File: config.mk
export PLATFORM = sky130hd
export DESIGN_NAME = bsg_fifo_rolly_wr_pkt_ctrl
export DESIGN_NICKNAME = d
export VERILOG_FILES = /design/src/rtl/bsg_fifo_rolly_wr_pkt_ctrl.sv
export SDC_FILE = /design/constraint.sdc
export NUM_CORES = 1
export LEC_CHECK = 0
export CORE_AREA = 4 4 41 43
export CTS_CLUSTER_DIAMETER = 80
export CTS_CLUSTER_SIZE = 25
export DETAILED_ROUTE_END_ITERATION = 7
export DIE_AREA = 0 0 45 47
export GPL_ROUTABILITY_DRIVEN = 0
export HOLD_SLACK_MARGIN = 0.15
export PLACE_DENSITY = 0.76
export SKIP_LAST_GASP = 1
export SYNTH_ARGS = -nofsm -noshare
export SYNTH_HDL_FRONTEND = slang
export SYNTH_SLANG_ARGS = --single-unit
export TNS_END_PERCENT = 1
File: constraint.sdc
create_clock -name clk_i -period 6.8 [get_ports clk_i]
set_clock_uncertainty 0.15 [all_clocks]
set_input_delay 2.04 -clock clk_i [delete_from_list [all_inputs] [get_ports clk_i]]
set_output_delay 2.04 -clock clk_i [all_outputs]
set_load 0.02 [all_outputs]
File: src/rtl/bsg_fifo_rolly_wr_pkt_ctrl.sv
// Write-side packet sequencer for the rolly FIFO tracker: enqueue, commit/drop, overflow sink.
// Optional decision timeout enabled by defining BSG_ROLLY_WR_PKT_CTRL_TIMEOUT_EN.
module bsg_fifo_rolly_wr_pkt_ctrl #(
   parameter int lg_size_p   = 3,
   parameter int max_beats_p = (1 << lg_size_p),
   parameter int timeout_p   = 256
) (
   input  logic                 clk_i,
   input  logic                 reset_i,
   input  logic                 v_i,
   input  logic                 last_i,
   output logic                 ready_o,
   input  logic                 decide_v_i,
   input  logic                 decide_commit_i,
   output logic                 decide_ready_o,
   input  logic                 clear_i,
   input  logic                 full_i,
   output logic                 w_enq_o,
   output logic                 w_forward_o,
   output logic                 w_rewind_o,
   output logic                 w_clear_o,
   output logic                 w_incr_o,
   output logic [lg_size_p:0]   pkt_len_o,
   output logic                 committed_o,
   output logic                 dropped_o,
   output logic                 overflow_o,
   output logic                 timeout_o
);

   localparam int lw_lp = lg_size_p + 1;
   localparam logic [lg_size_p:0] max_lp = lw_lp'(max_beats_p);

   typedef enum logic [1:0] {
      IDLE   = 2'd0,
      FILL   = 2'd1,
      DECIDE = 2'd2,
      DRAIN  = 2'd3
   } state_e;

   state_e             state_q, state_d;
   logic [lg_size_p:0] len_q, len_d;
   logic               beat, dec, to_hit;

   always_ff @(posedge clk_i) begin
      if (reset_i) begin
         state_q <= IDLE;
         len_q   <= '0;
      end else begin
         state_q <= state_d;
         len_q   <= len_d;
      end
   end

`ifdef BSG_ROLLY_WR_PKT_CTRL_TIMEOUT_EN
   localparam int cw_lp = $clog2(timeout_p + 1);
   localparam logic [cw_lp-1:0] to_lp = cw_lp'(timeout_p);

   logic [cw_lp-1:0] cnt_q, cnt_d;

   // Count only cycles spent waiting in DECIDE; restart on every entry.
   always_comb begin
      cnt_d = cnt_q;
      if (state_d == DECIDE && state_q != DECIDE)
         cnt_d = '0;
      else if (state_q == DECIDE && !decide_v_i && cnt_q != to_lp)
         cnt_d = cnt_q + cw_lp'(1);
   end

   always_ff @(posedge clk_i) begin
      if (reset_i) cnt_q <= '0;
      else         cnt_q <= cnt_d;
   end

   assign to_hit = (cnt_q == to_lp);
`else
   assign to_hit = 1'b0;
`endif

   assign w_incr_o  = 1'b0;
   assign pkt_len_o = len_q;

   always_comb begin
      ready_o        = 1'b0;
      decide_ready_o = 1'b0;
      w_enq_o        = 1'b0;
      w_forward_o    = 1'b0;
      w_rewind_o     = 1'b0;
      w_clear_o      = 1'b0;
      committed_o    = 1'b0;
      dropped_o      = 1'b0;
      overflow_o     = 1'b0;
      timeout_o      = 1'b0;
      beat           = 1'b0;
      dec            = 1'b0;
      state_d        = state_q;
      len_d          = len_q;
      if (reset_i) begin
         state_d = IDLE;
         len_d   = '0;
      end else if (clear_i) begin
         w_clear_o = 1'b1;
         state_d   = IDLE;
         len_d     = '0;
      end else begin
         unique case (state_q)
            IDLE, FILL: begin
               ready_o        = ~full_i;
               beat           = v_i & ready_o;
               decide_ready_o = beat & last_i;
               dec            = decide_v_i & decide_ready_o;
               if (beat) begin
                  // A packet longer than the FIFO can never commit; drop it now.
                  if (len_q == max_lp) begin
                     w_rewind_o = 1'b1;
                     overflow_o = 1'b1;
                     dropped_o  = 1'b1;
                     len_d      = '0;
                     state_d    = last_i ? IDLE : DRAIN;
                  end else if (dec && decide_commit_i) begin
                     w_enq_o     = 1'b1;
                     w_forward_o = 1'b1;
                     committed_o = 1'b1;
                     len_d       = '0;
                     state_d     = IDLE;
                  end else if (dec) begin
                     w_rewind_o = 1'b1;
                     dropped_o  = 1'b1;
                     len_d      = '0;
                     state_d    = IDLE;
                  end else begin
                     w_enq_o = 1'b1;
                     len_d   = len_q + lw_lp'(1);
                     state_d = last_i ? DECIDE : FILL;
                  end
               end
            end
            DECIDE: begin
               decide_ready_o = 1'b1;
               dec            = decide_v_i;
               if (dec && decide_commit_i) begin
                  w_forward_o = 1'b1;
                  committed_o = 1'b1;
                  len_d       = '0;
                  state_d     = IDLE;
               end else if (dec || to_hit) begin
                  w_rewind_o = 1'b1;
                  dropped_o  = 1'b1;
                  timeout_o  = ~dec;
                  len_d      = '0;
                  state_d    = IDLE;
               end
            end
            DRAIN: begin
               ready_o = 1'b1;
               beat    = v_i;
               if (beat && last_i) state_d = IDLE;
            end
            default: state_d = IDLE;
         endcase
      end
   end

endmodule

# Yosys cells after proc, flatten, opt, wreduce, memory -nomap -nowiden
# Index checks and enable logic that the tools add are counted.
# Widths: inputs -> output; s select.
# totals
reg_bits	6
inputBits	8
elab_cells	82
output_inout_bits	15
# op_classes
bitwise_logic	5
n_addsub	1
n_eq_ne	7
n_reduce_logical	9
muxes	58
# ops
cell	n
$mux 1	37
$mux 4	6
$mux 2	9
$pmux 1 s2	4
$pmux 4 s2	1
$pmux 2 s3	1
$reduce_and 3->1	2
$add 4x1->4 const B	1
$eq 2x2->1 const B	2
$eq 4x4->1 const B	1
$ne 2x2->1 const B	2
$reduce_or 2->1	2
$and 1x1->1	3
$logic_and 1x1->1	3
$ne 3x3->1 const B	1
$eq 2x1->1 const B	1
$logic_not 2->1	1
$not 1->1	2
$reduce_bool 2->1	1

# Longest topological paths before layout
# depth
depth_word	11
mapped_depth	6
ltp_nobuf	6

# Least setup slack after synthesis
# Ideal clock, no wire load.
# synth_timing
kind	input to output
from	input clear_i
to	output w_forward_o
n_path_buf	2
slack_ps	1238
path_stages	4
t_required_ps	4610
t_arrival_ps	3372
path_cell_list	or2_2 -> clkbuf_1 -> nor3_1 -> buf_4
# synth_via
elab_chain_cells	2
# synth_rtl
element	line_no	text
from (decl)	16	input logic clear_i,
$mux 1 (2 in a row)	--	
to (decl)	19	output logic w_forward_o,
# Every way passes these cells.

# Worst setup path after layout
# layout_timing
from	input full_i
to	output w_rewind_o
# layout_via
elab_chain_cells	11
word_cells_on_any_way	12
classes_between	mux: 7; bitwise: 4; reduce/logical: 1
# layout_rtl
element	line_no	text
from (decl)	17	input logic full_i,
$not 1->1 *	107	ready_o = ~full_i;
$and 1x1->1 *	108	beat = v_i & ready_o;
$and 1x1->1	109	decide_ready_o = beat & last_i;
$and 1x1->1	110	dec = decide_v_i & decide_ready_o;
$mux 1 or $logic_and 1x1->1 (tied branches)	125, 119	
$mux 1	119	end else if (dec && decide_commit_i) begin
$mux 1	113	if (len_q == max_lp) begin
$mux 1 *	111	if (beat) begin
$pmux 1 s2 *	105	unique case (state_q)
$mux 1 *	100	end else if (clear_i) begin
$mux 1 *	97	if (reset_i) begin
to (decl)	20	output logic w_rewind_o,
# Mark *: on every way between the ends. The rest lies on a longest branch, timed or not.

==> reports/metrics.yaml <==
placed_design:
  dp_hpwl_um: 937
  pre_cts_ws_ns: 0.524
  io_buffer_count: 20
sta:
  finalSetupViolCount: 0
  fmax_mhz: 159
  whs_ns: 0.367
  setup-tns-final_ns: 0
  hold_violations: 0
  rsz0062_at_grt: "false"
  slew_violations: 0
  finalWorstSetupSlack_ns: 0.502
  finalCritPeriodShare_pct: 92.6
  fin_crit_ns: 6.30
synthesis:
  synth_top_area_cell: "dfxtp_1"
  synth_cell_types: 29
  synthArstFlopShare_pct: 0
  yosys-top-cells-area: "dfxtp_1 23%, nand3b_1 7.2%, a21oi_1 5.8%"
  synth_fa_ha_area_share_pct: 4.80
  synthSimpleGateAreaFrac_pct: 39.6
  synth-seq-cells: 6
  synthXorXnorAreaFrac_pct: 0
  synth_top_family_by_area: "simple AND/OR/NAND/NOR gates"
  ys.warnings.count: 0
  syn_area_um2: 522
  synth_compound_area_share_pct: 20.6
  synth_ff_type: "dfxtp_1"
  synth_edf_count: 0
  synth_top_area_share_pct: 23.0
  synth.avg_cell_area_um2: 7.91
  syn_inst: 66
  yosysSeqAreaShare_pct: 23.0
  synth_common_cells: "6 x a21oi_1, 6 x dfxtp_1, 6 x nand2_1, 6 x nor2_1, 5 x nand3b_1"
  synth.mux.area_fraction_pct: 1.92
worst_setup_path:
  r2r-start: "pkt_len_o[0]$_SDFFE_PP0P_"
  crit_type: "in -> out"
  reg2reg_slack_ns: 5.17
  cp.arrival_ns: 4.11
  r2r.worst_path.cells: 6
  cp-start-kind: "input pin"
  cp-end-kind: "primary output"
  r2r_end: "pkt_len_o[2]$_SDFFE_PP0P_"
  path_max_fanout: 7
  worst_ep_required_time_ns: 4.61
cts:
  clockBufferDepth: 2
  clk_pin_slew_ns: 0.04
  insertion_delay_ns: 0.24
  cts_buffers: 3
  cts_resized: 0
  postCtsSetupRepairBufs: 0
  postCtsHoldBufs: 0
  cts-htree-levels: 1
  clock-root-buffer: "clkbuf_4"
  cts_tree: "yes"
  cts.sinks: 6
floorplanning:
  die_area_um2: 2120
  die_y_um: 47
  io_pins: 23
  fp.coreArea_um2: 1300
  start_util_pct: 40.1
  die_x_um: 45
  floorplan.rows: 13
power:
  p_comb_share_pct: 22.3
  power_density_nw_per_um2: 121
  leakage_nw: 0.272
  p_int_w: 0.0000653
  switching_share_pct: 26.5
  ir_worst_vdd_v: 0.000104
  clkPwrFrac_pct: 36.9
  p_total_w: 0.0000888
  p_sw_w: 0.0000235
  p_seq_share_pct: 40.9
drt:
  route.detailed.drc: 0
  routed_wl_um: 1240
  ant_nets: 0
  firstDrtPassIters: 4
  vias_per_cell: 5.44
  wl_per_cell_um: 12.4
  vias: 544
  drt_iter0_drc: 1
status:
  status: "completed"
grt:
  overflow: 0
  grt_pass1_wl_um: 2110
  antenna_found_initial: 0
  grt_pass1_vias: 505
  grt_max_degree: 13
  grt_usage_pct: 13.8
min_path:
  holdPathEnd: "pkt_len_o[1]$_SDFFE_PP0P_"
  hold_path.startpoint: "pkt_len_o[1]$_SDFFE_PP0P_"
  hold_path.class: "reg -> reg"
  whs_path_depth: 2
finish:
  syn_to_final_growth_pct: 40.5
  final_nets: 97
  drive_above_1_share_pct: 10.6
  utilization_pct: 56.3
  antenna_cells: 0
run:
  maxCapViolCount: 0
## metal layers
layer	GRT usage [%]	wire length, um	share of wire [%]	vias up
met4	12.3	40	3.2	0
met5	0	0	0	-
met3	1.53	102	8.2	5
met2	20.6	523	42	22
li1	-	-	-	273
met1	17.5	572	46	244
## cell type report
type | instances | area, um2
well taps | 15 | 18.8
clock buffers | 3 | 22.5
repair buffers | 20 | 200
flip-flops and latches | 6 | 120
inverters | 4 | 15.0
multi-input cells | 52 | 357
fillers | 141 | 568
## layout by cell type, fill, tap and decap left out, drive strengths merged, types with 2 or more instances in the layout
cell           synthesis  layout
o21ai                  3       3
nand2                  6       6
inv                    4       4
nor3b                  3       3
nand3b                 6       6
a21oi                  6       6
clkbuf                 1       3
nor2                   6       6
nor3                   2       2
a211oi                 2       2
clkdlybuf4s50          0      20
dfxtp                  6       6
and3                   2       2
conb                   1       2
ha                     2       2
## metrics by stage
step           cell area [um2]  instances
2_1_floorplan              526         67
3_3_place_gp               711         97
3_5_place_dp               711         97
4_1_cts                    733        100
5_1_grt                    733        100
6_report                   733        100
## critical path: stages
cell	delay (ns)
clkdlybuf4s50_1	0.51
nor3b_4	0.33
a21oi_1	0.13
nand3b_4	0.16
a221oi_2	0.28
clkdlybuf4s50_1	0.65
## power by group through the flow
stage / combinational, W / sequential [W] / clock (W)
floorplan: 0.0000111 / 0.0000371 / 0
global placement: 0.0000197 / 0.0000369 / 0
detailed placement: 0.0000198 / 0.0000369 / 0
CTS: 0.0000199 / 0.0000363 / 0.0000344
global route: 0.0000216 / 0.0000363 / 0.0000361
finish: 0.0000198 / 0.0000363 / 0.0000327
## flip-flops by register name (all words and copies together), names as in the netlist
name / count
pkt_len_o: 4
state_q: 2
## worst max-delay path by stage
| stage | cells after the start | endpoint | startpoint |
|---|---|---|---|
| floorplan | 4 | w_forward_o | clear_i |
| global placement | 6 | w_rewind_o | full_i |
| detailed placement | 6 | w_rewind_o | full_i |
| CTS | 6 | w_rewind_o | full_i |
| global route | 6 | dropped_o | full_i |
| finish | 6 | w_rewind_o | full_i |
## logic make-up (layout without fill, tap and decap cells)
| logic type | Yosys count | count (layout) |
|---|---|---|
| AOI/OAI and AO/OA | 16 | 16 |
| adders and majority gates | 2 | 2 |
| buffers and inverters | 9 | 27 |
| DFF | 6 | 6 |
| muxes | 1 | 1 |
| other | 1 | 2 |
| and+or+nand+nor | 31 | 31 |
No activity file was read; power rests on OpenSTA's default activity.
